--- config.mk ---
export PLATFORM = sky130hd
export DESIGN_NAME = tage_update_ctrl
export DESIGN_NICKNAME = d
export VERILOG_FILES = /design/src/rtl/tage_update_ctrl.sv
export SDC_FILE = /design/constraint.sdc
export NUM_CORES = 1
export LEC_CHECK = 0
export CAP_MARGIN = 20
export CORE_ASPECT_RATIO = 1.5
export CORE_MARGIN = 2
export CORE_UTILIZATION = 57
export CTS_BUF_LIST = sky130_fd_sc_hd__clkbuf_4
export DETAILED_ROUTE_END_ITERATION = 6
export PLACE_DENSITY_LB_ADDON = 0.25
export SLEW_MARGIN = 20
export SYNTH_ARGS = -nofsm -noshare
export SYNTH_HDL_FRONTEND = slang
export SYNTH_SLANG_ARGS = --single-unit
--- constraint.sdc ---
create_clock -name clk -period 6.87 [get_ports clk]
set_input_delay 1.374 -clock clk [delete_from_list [all_inputs] [get_ports clk]]
set_output_delay 1.374 -clock clk [all_outputs]
set_load 0.02 [all_outputs]
--- src/rtl/tage_update_ctrl.sv ---
// tage_update_ctrl: buffers resolved-branch updates and replays each one into
// the TAGE tagged tables, first as a provider counter/usefulness update and
// then, on a mispredict, as an allocation pass over the longer-history tables.
module tage_update_ctrl #(
    parameter int NUM_TABLES = 4,
    parameter int ADDR_W     = 6,
    parameter int TAG_W      = 8,
    parameter int FIFO_DEPTH = 4
) (
    input  logic                          clk,
    input  logic                          rst,
    input  logic                          IN_updValid,
    output logic                          OUT_updReady,
    input  logic [NUM_TABLES*ADDR_W-1:0]  IN_updAddr,
    input  logic [NUM_TABLES*TAG_W-1:0]   IN_updTag,
    input  logic                          IN_updProvValid,
    input  logic [$clog2(NUM_TABLES)-1:0] IN_updProvIdx,
    input  logic                          IN_updTaken,
    input  logic                          IN_updMispred,
    output logic [NUM_TABLES-1:0]         OUT_tWriteValid,
    output logic [NUM_TABLES-1:0]         OUT_tWriteUpdate,
    output logic [NUM_TABLES-1:0]         OUT_tWriteNew,
    output logic [NUM_TABLES*ADDR_W-1:0]  OUT_tWriteAddr,
    output logic [NUM_TABLES*TAG_W-1:0]   OUT_tWriteTag,
    output logic                          OUT_tWriteTaken,
    output logic                          OUT_tWriteUseful,
    input  logic [NUM_TABLES-1:0]         IN_tWriteAlloc,
    output logic                          OUT_tAnyAlloc,
    output logic                          OUT_busy,
    output logic [7:0]                    OUT_allocFailCnt
);

    localparam int PIW   = $clog2(NUM_TABLES);
    localparam int PTR_W = $clog2(FIFO_DEPTH);
    localparam int CNT_W = PTR_W + 1;
    localparam int AW    = NUM_TABLES * ADDR_W;
    localparam int TW    = NUM_TABLES * TAG_W;
    localparam logic [CNT_W-1:0] CNT_FULL = CNT_W'(FIFO_DEPTH);
    localparam logic [PIW-1:0]   LAST_TBL = PIW'(NUM_TABLES - 1);

    typedef struct packed {
        logic [AW-1:0]  addr;
        logic [TW-1:0]  tag;
        logic           prov_valid;
        logic [PIW-1:0] prov_idx;
        logic           taken;
        logic           mispred;
    } upd_entry_t;

    localparam int ENTRY_W = $bits(upd_entry_t);

    typedef enum logic [1:0] {
        ST_IDLE   = 2'd0,
        ST_UPDATE = 2'd1,
        ST_ALLOC  = 2'd2
    } state_e;

    upd_entry_t       mem_q [FIFO_DEPTH];
    upd_entry_t       mem_d [FIFO_DEPTH];
    logic [PTR_W-1:0] wr_ptr_q, wr_ptr_d;
    logic [PTR_W-1:0] rd_ptr_q, rd_ptr_d;
    logic [CNT_W-1:0] count_q, count_d;
    state_e           state_q, state_d;
    upd_entry_t       work_q, work_d;
    logic [7:0]       fail_cnt_q, fail_cnt_d;

    upd_entry_t            in_entry_s;
    logic                  full_s;
    logic                  empty_s;
    logic                  push_s;
    logic                  pop_s;
    logic [NUM_TABLES-1:0] wr_valid_s;
    logic [NUM_TABLES-1:0] wr_update_s;
    logic [NUM_TABLES-1:0] wr_new_s;

    assign full_s  = (count_q == CNT_FULL);
    assign empty_s = (count_q == CNT_W'(0));
    // Ready is held low while reset is applied and whenever the queue is full.
    assign OUT_updReady = rst && !full_s;
    assign push_s  = IN_updValid && OUT_updReady;
    assign pop_s   = (state_q == ST_IDLE) && !empty_s;

    // Pack the incoming request into a queue entry.
    always_comb begin
        in_entry_s.addr       = IN_updAddr;
        in_entry_s.tag        = IN_updTag;
        in_entry_s.prov_valid = IN_updProvValid;
        in_entry_s.prov_idx   = IN_updProvIdx;
        in_entry_s.taken      = IN_updTaken;
        in_entry_s.mispred    = IN_updMispred;
    end

    // Queue storage, pointers and occupancy; pointers wrap naturally.
    always_comb begin
        mem_d    = mem_q;
        wr_ptr_d = wr_ptr_q;
        rd_ptr_d = rd_ptr_q;
        count_d  = count_q;
        if (push_s) begin
            mem_d[wr_ptr_q] = in_entry_s;
            wr_ptr_d        = wr_ptr_q + PTR_W'(1);
        end else begin
            wr_ptr_d = wr_ptr_q;
        end
        if (pop_s) begin
            rd_ptr_d = rd_ptr_q + PTR_W'(1);
        end else begin
            rd_ptr_d = rd_ptr_q;
        end
        case ({push_s, pop_s})
            2'b10:   count_d = count_q + CNT_W'(1);
            2'b01:   count_d = count_q - CNT_W'(1);
            default: count_d = count_q;
        endcase
    end

    // Sequencer: next state, working entry, fail counter and table strobes.
    always_comb begin
        state_d     = state_q;
        work_d      = work_q;
        fail_cnt_d  = fail_cnt_q;
        wr_valid_s  = {NUM_TABLES{1'b0}};
        wr_update_s = {NUM_TABLES{1'b0}};
        wr_new_s    = {NUM_TABLES{1'b0}};
        case (state_q)
            ST_IDLE: begin
                if (pop_s) begin
                    work_d = mem_q[rd_ptr_q];
                    if (mem_q[rd_ptr_q].prov_valid) begin
                        state_d = ST_UPDATE;
                    end else if (mem_q[rd_ptr_q].mispred) begin
                        state_d = ST_ALLOC;
                    end else begin
                        state_d = ST_IDLE;
                    end
                end else begin
                    state_d = ST_IDLE;
                end
            end
            ST_UPDATE: begin
                wr_valid_s[work_q.prov_idx]  = 1'b1;
                wr_update_s[work_q.prov_idx] = 1'b1;
                if (work_q.mispred && (work_q.prov_idx < LAST_TBL)) begin
                    state_d = ST_ALLOC;
                end else begin
                    state_d = ST_IDLE;
                end
            end
            ST_ALLOC: begin
                // Only tables with longer history than the provider may allocate.
                for (int k = 0; k < NUM_TABLES; k++) begin
                    if (!work_q.prov_valid || (k > int'(work_q.prov_idx))) begin
                        wr_valid_s[k] = 1'b1;
                        wr_new_s[k]   = 1'b1;
                    end else begin
                        wr_valid_s[k] = 1'b0;
                        wr_new_s[k]   = 1'b0;
                    end
                end
                if (!(|IN_tWriteAlloc) && (fail_cnt_q != 8'hFF)) begin
                    fail_cnt_d = fail_cnt_q + 8'd1;
                end else begin
                    fail_cnt_d = fail_cnt_q;
                end
                state_d = ST_IDLE;
            end
            default: begin
                state_d = ST_IDLE;
            end
        endcase
    end

    // State, queue and working registers with asynchronous active-low reset.
    always_ff @(posedge clk or negedge rst) begin
        if (!rst) begin
            for (int i = 0; i < FIFO_DEPTH; i++) begin
                mem_q[i] <= upd_entry_t'({ENTRY_W{1'b0}});
            end
            wr_ptr_q   <= PTR_W'(0);
            rd_ptr_q   <= PTR_W'(0);
            count_q    <= CNT_W'(0);
            state_q    <= ST_IDLE;
            work_q     <= upd_entry_t'({ENTRY_W{1'b0}});
            fail_cnt_q <= 8'd0;
        end else begin
            mem_q      <= mem_d;
            wr_ptr_q   <= wr_ptr_d;
            rd_ptr_q   <= rd_ptr_d;
            count_q    <= count_d;
            state_q    <= state_d;
            work_q     <= work_d;
            fail_cnt_q <= fail_cnt_d;
        end
    end

    assign OUT_tWriteValid  = wr_valid_s;
    assign OUT_tWriteUpdate = wr_update_s;
    assign OUT_tWriteNew    = wr_new_s;
    assign OUT_tWriteAddr   = work_q.addr;
    assign OUT_tWriteTag    = work_q.tag;
    assign OUT_tWriteTaken  = work_q.taken;
    assign OUT_tWriteUseful = !work_q.mispred;
    // The allocation OR is the one combinational path from the tables back out.
    assign OUT_tAnyAlloc    = (state_q == ST_ALLOC) && (|IN_tWriteAlloc);
    assign OUT_busy         = !empty_s || (state_q != ST_IDLE);
    assign OUT_allocFailCnt = fail_cnt_q;

endmodule

==> metrics, run 1 <==
status complete, no violations; initial antenna violation count 3; final worst path period share slightly above 60%; worst path buffer plus inverter count 2; fin nets roughly 1200; post-layout minimum cycle time 4.200 ns; P_int 5309 µW; post-synthesis cell type count 33; HP Start OUT_tWriteTag[27]$_DFFE_PN0P_; startpoint types input pin; Worst path slowest cell clkdlybuf4s50_1; layout overhead on the synthesized area 14.31%; Die ar. 0.02640 mm²; gpl congestion 0.7707; clk buf depth 3; # IOs 149; CP top delay family buffers and inverters; required time of the critical path 5.50 ns; vias in the first global route roughly 8900; crit path kind input pin to output pin; NetSw 2607 µW; fraction of layout cells with a size suffix above 1 a little over a third; crit path launch IN_tWriteAlloc[1]; crit-path max cell delay around 0.55 ns; Worst Path Max Fanout 3; Worst-Skew Late Latency roughly 0.68 ns; Synth Area per Inst about 14 µm²; post-synthesis instance total 1007; endpoint type of the worst setup path output pin; initial core utilization 57.51%; post_cts resized 0; post-synthesis instance area ~0.014 mm²; largest net degree at the start of global routing 95; Std-Cell Rows between 70 and 80; core area between 0.02 and 0.025 mm²; crit-path cells clkdlybuf4s50_1, nor4_1, nor2_1, clkdlybuf4s50_1; clock transition at the registers of the reported paths about 0.060 ns; P_leak roughly 0.0074 µW; VDD IR max between 0.4 and 0.5 mV; Yosys warnings 0; CTS Hold Buffers Added 0; routed len/inst 18.32 µm; DRT iter0 DRCs between 300 and 400; drt total wl 27550 µm; Max-slew headroom around 30%; vias between 8000 and 9000; first-pass GRT wire length 45150 µm; Final Hold Fails 0; CTS tree done; HP Class flop to flop; CTS root buf clkbuf_4; hpwl dp ~16000 µm; Post-CTS Setup Inserts 0; max-slew violation count 0; Placement Cell Area 0.01544 mm²; RR Startpoint rd_ptr_q[0]$_DFFE_PN0N_; Synth Register Bits between 300 and 400; GRT overflow 0; slew at the pin closest to its max-slew limit 1.044 ns; max cap viols 0; setup tns final 0 ns; Sw Ratio 32.93%; r2r setup slk 4.25 ns; GRT Util Overall a little over a fifth; port buffer count ~150; CTS Sinks 322; Final ANT Viol Nets 0; die extent in y 198.0 µm; DRC viols 0; Seq pwr share 43.4%; Logic pwr share between 30% and 40%; clk_skew between 0.03 and 0.04 ns; CTS Buf Count 77; RSZ-0062 raised after global routing no; CP most frequent cell clkdlybuf4s50_1; critical path arrival about 2.8 ns; pre-CTS setup slack around 2.7 ns; setup violation total in the final timing report 0; setup ws final approximately 2.7 ns; die width 133.3 µm; power share of the clock group a little under a fifth; total power 7916 µW; PwrDens a little under 500 mW/mm²; Via density 5.469; Seq/Total Area, Yosys 56.33%; final instance area roughly 0.016 mm²; drt pass-1 iters 4; FMAX between 200 and 250 MHz; htree depth 3; syn nets 1085
cells in the final DEF (no fill, tap or decap), drive strengths merged, types with 2 or more instances in the layout:
master	count
xnor2	4
o21a	6
o21ai	5
buf	8
nand2b	2
clkbuf	113
a21oi	3
clkdlybuf4s50	147
inv	12
xor2	5
ha	9
clkinv	6
nor2	8
mux2	247
nor3	5
dfrtp	322
nand2	193
diode	3
a31oi	2
nand3	4
nor3b	2
mux4	61
metal layers:
metal | vias to the layer above | part of all wire [%] | GRT usage, %
li1 | 3754 | - | -
met1 | 4272 | 42 | 27.46
met2 | 161 | 52 | 37.29
met3 | 39 | 3.9 | 4.634
met4 | 0 | 2.2 | 8.629
met5 | - | 0 | 0
worst min-delay path, cell delays in order, from the launching register on:
cell,delay [ns]
dfrtp_1,0.34
nand2_1,0.05
nand2_1,0.06
per-stage QoR:
stage | hold WS, ns | cells | util [%]
final | 0.4699 | 1504 | 65.73
after global routing | 0.4979 | 1504 | 65.73
after CTS | 0.4755 | 1500 | 65.58
after detailed placement | 0.4608 | 1381 | 62.08
after global placement | 0.4568 | 1381 | 62.08
after floorplan | 0.4469 | 1007 | -
area by class of cell:
| class | instances | area, µm² |
|---|---|---|
| flip-flops and latches | 322 | 8065 |
| diodes | 3 | 7.507 |
| fillers | 1853 | 8523 |
| clock inverters | 6 | 22.52 |
| well taps | 328 | 410.4 |
| repair buffers | 155 | 1563 |
| clock buffers | 113 | 848.3 |
| multi-input cells | 565 | 5389 |
| inverters | 12 | 45.04 |
registers in the layout, indices dropped and copies added, names as in the netlist:
register,count
mem_q,244
OUT_allocFailCnt,8
OUT_tWriteTag,32
OUT_tWriteTaken,1
work_q,4
wr_ptr_q,2
OUT_tWriteAddr,24
count_q,3
rd_ptr_q,2
state_q,2
final timing paths:
| check | cells after the start | end |
|---|---|---|
| worst min register to register | 2 | OUT_tWriteTag[27]$_DFFE_PN0P_ |
| max in group asynchronous | 2 | OUT_tWriteTag[21]$_DFFE_PN0P_ |
| worst min-delay path | 2 | OUT_tWriteTag[27]$_DFFE_PN0P_ |
| worst max register to register | 4 | work_q[4]$_DFFE_PN0P_ |
| worst max-delay path | 4 | OUT_tAnyAlloc |
| min in group asynchronous | 1 | OUT_tWriteTag[2]$_DFFE_PN0P_ |
synthesized netlist by cell type, drive strengths merged:
library cell	instances	area, µm²
a21boi	1	7.510
a21o	1	7.510
a21oi	3	26.28
a31oi	2	12.51
and2	1	6.260
and3	1	6.260
buf	95	765.7
clkbuf	13	48.80
dfrtp	322	8058
fa	1	20.02
ha	9	112.6
inv	12	45.04
mux2	247	2781
mux4	61	1374
nand2	193	754.5
nand2b	2	12.51
nand3	4	20.02
nor2	8	30.03
nor2b	1	6.260
nor3	5	25.02
nor3b	2	15.01
nor4	1	6.260
o211ai	1	7.510
o21a	6	45.04
o21ai	5	25.02
or2	1	6.260
xnor2	4	35.03
xor2	5	43.79
cells by family (layout without fill, tap and decap cells):
family	after synthesis	in the layout	synth area share (%)
AO/OA/AOI/OAI	19	19	0.9185
XOR/XNOR	9	9	0.5510
adder cells (fa/ha/maj)	10	10	0.9272
buffers and inverters	120	286	6.009
flip-flops	322	322	56.33
multiplexers	308	308	29.05
other	0	3	0
AND/OR/NAND/NOR	219	219	6.211
power groups by stage:
stage,Sequential (µW),Combinational (µW),Clock (µW)
after floorplan,3170,2620,0
after global placement,3420,3020,0
after detailed placement,3470,3100,0
after CTS,3440,3110,1490
after global routing,3550,3340,1590
final,3430,3050,1440
Power figures use the tool's default switching activity.
==> inputs of run 2 (changes only) <==
Clock period 6.87 ns to 4.14 ns, I/O delays scaled along.
==> metrics, run 2 (same netlist as run 1, synthesis figures left out) <==
Std-Cell Rows 71 (unchanged); post-layout minimum cycle time about 3.5 ns; Max-slew headroom 32.37% (was 30.39%); DRT iter0 DRCs 248 (was 357); die width 133.3 µm (unchanged); pre-CTS setup slack 1.025 ns (was 2.681 ns); GRT overflow 0 (unchanged); worst path buffer plus inverter count 3 (was 2); CTS Buf Count 77 (unchanged); routed len/inst 18.30 µm (was 18.32 µm); drt pass-1 iters 4 (unchanged); max-slew violation count 0 (unchanged); most frequent cells in the layout dfrtp_1 (320), mux2_2 (225), nand2_1 (189) (unchanged); first-pass GRT wire length 45290 µm (was 45150 µm); Final ANT Viol Nets 0 (unchanged); Post-Layout Cell Count 1515 (was 1504); crit-path max cell delay 0.60 ns (was 0.55 ns); P_leak 0.007415 µW (was 0.007386 µW); largest net degree at the start of global routing 143 (was 95); Sw Ratio 33.16% (was 32.93%); critical path arrival 2.67 ns (was 2.83 ns); required time of the critical path 3.31 ns (was 5.50 ns); clk_skew 0.03012 ns (was 0.03188 ns); max reg flops 244 (unchanged); gpl congestion 0.7429 (was 0.7707); startpoint types flop (was input pin); total power 13200 µW (was 7916 µW); initial antenna violation count 1 (was 3); CTS Sinks 322 (unchanged); cell count after placement 1382 (was 1381); NetSw 4377 µW (was 2607 µW); hpwl dp 16230 µm (was 15610 µm); setup ws final 0.6405 ns (was 2.670 ns); CTS tree done (unchanged); FMAX 285.8 MHz; max cap viols 0 (unchanged); drt total wl 27730 µm (was 27550 µm); most common cell after layout, fill and taps aside dfrtp_1 (unchanged); status complete, no violations (unchanged); CTS root buf clkbuf_4 (unchanged); crit path kind flop to output pin (was input pin to output pin); GRT Util Overall 22.06% (was 21.86%); Worst path slowest cell clkdlybuf4s50_1 (unchanged); core area 0.02487 mm² (unchanged); power share of the clock group 18.4% (was 18.1%); Worst Path Max Fanout 4 (was 3); vias in the first global route 8859 (was 8886); final worst path period share between 80% and 90%; crit-path cells inv_1, ha_1, inv_1, a21oi_1, o21a_1, o21a_1, clkdlybuf4s50_1 (was clkdlybuf4s50_1, nor4_1, nor2_1, clkdlybuf4s50_1); endpoint type of the worst setup path output pin (unchanged); # IOs 149 (unchanged); PwrDens 805.5 mW/mm² (was 484.1 mW/mm²); VDD IR max 0.8275 mV (was 0.4890 mV); die extent in y 198.0 µm (unchanged); WHS 0.4722 ns (was 0.4699 ns); initial core utilization 57.51% (unchanged); port buffer count 148 (unchanged); clk buf depth 3 (unchanged); DRC viols 0 (unchanged); setup tns final 0 ns (unchanged); htree depth 3 (unchanged); vias 8337 (was 8226); Final Hold Fails 0 (unchanged); RSZ-0062 raised after global routing no (unchanged); CP top delay family buffers and inverters (unchanged); Via density 5.503 (was 5.469); slew at the pin closest to its max-slew limit 1.014 ns (was 1.044 ns); Die ar. 0.02640 mm² (unchanged); setup violation total in the final timing report 0 (unchanged); Worst-Skew Late Latency 0.67 ns (was 0.68 ns); Logic pwr share 38.1% (was 38.5%); HP Class flop to flop (unchanged); clock transition at the registers of the reported paths 0.07 ns (was 0.06 ns); Reg with most FFs mem_q (unchanged); fin nets 1212 (was 1211); fraction of layout cells with a size suffix above 1 35.50% (was 35.55%); P_int 8822 µW (was 5309 µW); Seq pwr share 43.4% (about the same); layout overhead on the synthesized area 14.56% (was 14.31%)
[run 2: tightest hold or removal path, delay by kind of cell (launching register included)]
kind             cells  cell delay (ns)
AND/OR/NAND/NOR      2             0.10
flip-flops           1             0.34
[run 2: layout make-up]
class	count	area, µm²
diodes	1	2.502
inverters	12	45.04
clock buffers	112	840.8
clock inverters	19	71.32
repair buffers	156	1562
flip-flops and latches	322	8065
multi-input cells	565	5389
fillers	1933	8488
well taps	328	410.4
[run 2: final timing paths]
path / slack (ns) / cells after the start / endpoint / from
worst max-delay path: 0.64 / 7 / OUT_tWriteValid[1] / state_q[0]$_DFF_PN0_
worst min-delay path: 0.47 / 2 / OUT_tWriteTag[28]$_DFFE_PN0P_ / OUT_tWriteTag[28]$_DFFE_PN0P_
worst max register to register: 1.61 / 10 / count_q[2]$_DFFE_PN0P_ / state_q[0]$_DFF_PN0_
worst min register to register: 0.47 / 2 / OUT_tWriteTag[28]$_DFFE_PN0P_ / OUT_tWriteTag[28]$_DFFE_PN0P_
max in group asynchronous: 1.45 / 4 / mem_q[24]$_DFFE_PN0P_ / rst
min in group asynchronous: 0.62 / 2 / OUT_tWriteTag[0]$_DFFE_PN0P_ / rst
[run 2: metal layers]
| metal | up-vias | global-route usage (%) | wire length [µm] |
|---|---|---|---|
| li1 | 3760 | - | - |
| met5 | - | 0 | 0 |
| met3 | 48 | 4.506 | 1074 |
| met1 | 4354 | 26.60 | 11200 |
| met4 | 0 | 8.353 | 665 |
| met2 | 175 | 39.14 | 14790 |
[run 2: stage by stage]
| step | utilization [%] | area [µm²] |
|---|---|---|
| after detailed placement | 62.16 | 15460 |
| after global placement | 62.16 | 15460 |
| after global routing | 65.88 | 16390 |
| after CTS | 65.87 | 16380 |
| final | 65.88 | 16390 |
| after floorplan | - | 14300 |
[run 2: timing repair]
item,in CTS,in global routing
resized for setup,0,0
hold endpoints to repair,12,0
buffers inserted,0,0
hold buffers,1,0
[run 2: power groups by stage]
stage / clock (µW) / combinational (µW) / sequential [µW]
finish: 2430 / 5030 / 5730
global placement: 0 / 4980 / 5710
floorplan: 0 / 4350 / 5260
detailed placement: 0 / 5110 / 5810
global route: 2690 / 5490 / 5940
CTS: 2520 / 5130 / 5750
==> inputs of run 3 (changes only) <==
Clock period 4.14 ns to 3.25 ns, I/O delays scaled along.
==> metrics, run 3 (same netlist as run 1, synthesis figures left out) <==
Post-CTS Setup Inserts 0 (unchanged); r2r setup slk 1.21 ns (was 1.61 ns); endpoint type of the worst setup path output pin (unchanged); clock transition at the registers of the reported paths 0.07 ns (about the same); routed len/inst 18.04 µm (was 18.30 µm); Std-Cell Rows 71 (unchanged); cell count after placement 1391 (was 1382); HP Class input pin to async pin (was flop to flop); CTS root buf clkbuf_4 (unchanged); gpl congestion 0.7703 (was 0.7429); CTS Buf Count 74 (was 77); crit-path cells inv_1, ha_1, inv_1, a31oi_1, o21a_1, clkdlybuf4s50_1 (was inv_1, ha_1, inv_1, a21oi_1, o21a_1, o21a_1, clkdlybuf4s50_1); initial antenna violation count 2 (was 1); die extent in y 198.0 µm (unchanged); # IOs 149 (unchanged); startpoint types flop (unchanged); Worst-Skew Late Latency 0.67 ns (about the same); max reg flops 244 (unchanged); max cap viols 0 (unchanged); R2R cell count 5 (was 10); hpwl dp 16530 µm (was 16230 µm); Worst Path Max Fanout 4 (unchanged); vias in the first global route 8975 (was 8859); required time of the critical path 2.60 ns (was 3.31 ns); FMAX 322.0 MHz; status complete, no violations (unchanged); final instance area 0.01648 mm² (was 0.01639 mm²); Reg with most FFs mem_q (unchanged); critical path arrival 2.46 ns (was 2.67 ns); Final Hold Fails 0 (unchanged); crit path kind flop to output pin (unchanged); Die ar. 0.02640 mm² (unchanged); drt total wl 27370 µm (was 27730 µm); clk_skew 0.02515 ns (was 0.03012 ns); CTS Sinks 322 (unchanged); CTS tree done (unchanged); Max-slew headroom 34.82% (was 32.37%); DRC viols 0 (unchanged); RR Startpoint count_q[1]$_DFFE_PN0P_ (was state_q[0]$_DFF_PN0_); Final ANT Viol Nets 0 (unchanged); Placement Cell Area 0.01557 mm² (was 0.01546 mm²); htree depth 3 (unchanged); GRT overflow 0 (unchanged); layout overhead on the synthesized area 15.21% (was 14.56%); post-layout minimum cycle time slightly above 3 ns; CP most frequent cell inv_1; Post-Layout Cell Count 1517 (was 1515); most common cell after layout, fill and taps aside dfrtp_1 (unchanged); Worst path slowest cell clkdlybuf4s50_1 (unchanged); vias 8263 (was 8337); first-pass GRT wire length 45130 µm (was 45290 µm); DRT iter0 DRCs 295 (was 248); setup violation total in the final timing report 0 (unchanged); PwrDens 1019 mW/mm² (was 805.5 mW/mm²); max-slew violation count 0 (unchanged); clk buf depth 3 (unchanged); largest net degree at the start of global routing 132 (was 143); Via density 5.447 (was 5.503); final worst path period share 95.55%; fin nets 1218 (was 1212); crit-path max cell delay 0.59 ns (was 0.60 ns); core area 0.02487 mm² (unchanged); initial core utilization 57.51% (unchanged); most frequent cells in the layout dfrtp_1 (320), mux2_2 (225), nand2_1 (189) (unchanged); die width 133.3 µm (unchanged); port buffer count 148 (unchanged); fraction of layout cells with a size suffix above 1 36.31% (was 35.50%); P_leak 0.007478 µW (was 0.007415 µW); slew at the pin closest to its max-slew limit 0.9777 ns (was 1.014 ns); GRT Util Overall 21.90% (was 22.06%); FF-to-FF End mem_q[93]$_DFFE_PN0P_ (was count_q[2]$_DFFE_PN0P_); drt pass-1 iters 4 (unchanged); VDD IR max 0.5462 mV (was 0.8275 mV)
run 3: what timing repair did:
item,in CTS,in global routing
endpoints found under the setup margin,3,2
hold buffers,1,0
endpoints found under the hold margin,31,0
gates resized for setup,2,2
run 3: cell type report:
class,count,area (µm²)
sequential,322,8065
multi-input combinational,565,5395
antenna,2,5.005
inverter,12,45.04
timing repair buffer,165,1668
tap,328,410.4
fill,1884,8394
clock buffer,114,855.8
clock inverter,9,35.03
run 3: worst max-delay path by stage:
stage                               startpoint                 end  slack, ns  cells after the start
after floorplan           state_q[0]$_DFF_PN0_  OUT_tWriteValid[1]       0.92                      6
after global placement       IN_tWriteAlloc[1]       OUT_tAnyAlloc       0.51                      4
after detailed placement     IN_tWriteAlloc[1]       OUT_tAnyAlloc       0.51                      4
after CTS                 state_q[0]$_DFF_PN0_  OUT_tWriteValid[0]       0.05                      6
after global routing      state_q[0]$_DFF_PN0_  OUT_tWriteValid[3]    -0.0002                      6
final                     state_q[0]$_DFF_PN0_  OUT_tWriteValid[3]       0.14                      6
run 3: metrics by stage:
step,utilization [%],hold WS (ns),setup WS [ns],total power [µW],setup TNS [ns]
2_1_floorplan,-,0.3544,0.9239,12240,0
4_1_cts,66.21,0.3732,0.05006,17040,0
5_1_grt,66.25,0.4147,-0.0002192,17950,-0.0002192
3_5_place_dp,62.58,0.4611,0.5115,13930,0
3_3_place_gp,62.58,0.4562,0.5084,13640,0
6_report,66.25,0.4265,0.1446,16790,0
run 3: critical path: cells and delay by family, from the launching register on:
family,cells,cell delay [ns]
buf+inv,3,0.82
compound gates,2,0.35
flops,1,0.38
fa+ha+maj,1,0.24
run 3: power breakdown:
part	leakage [µW]	switching [µW]	internal, µW
combinational	0.00301	2870	3700
sequential	0.00392	1180	6000
clock	0.000544	1460	1580
run 3: layer usage:
| layer | global-route usage, % | vias up | wire [µm] |
|---|---|---|---|
| met2 | 39.40 | 162 | 14840 |
| li1 | - | 3749 | - |
| met3 | 4.122 | 45 | 1003 |
| met1 | 26.22 | 4307 | 10980 |
| met4 | 8.117 | 0 | 533 |
| met5 | 0 | - | 0 |
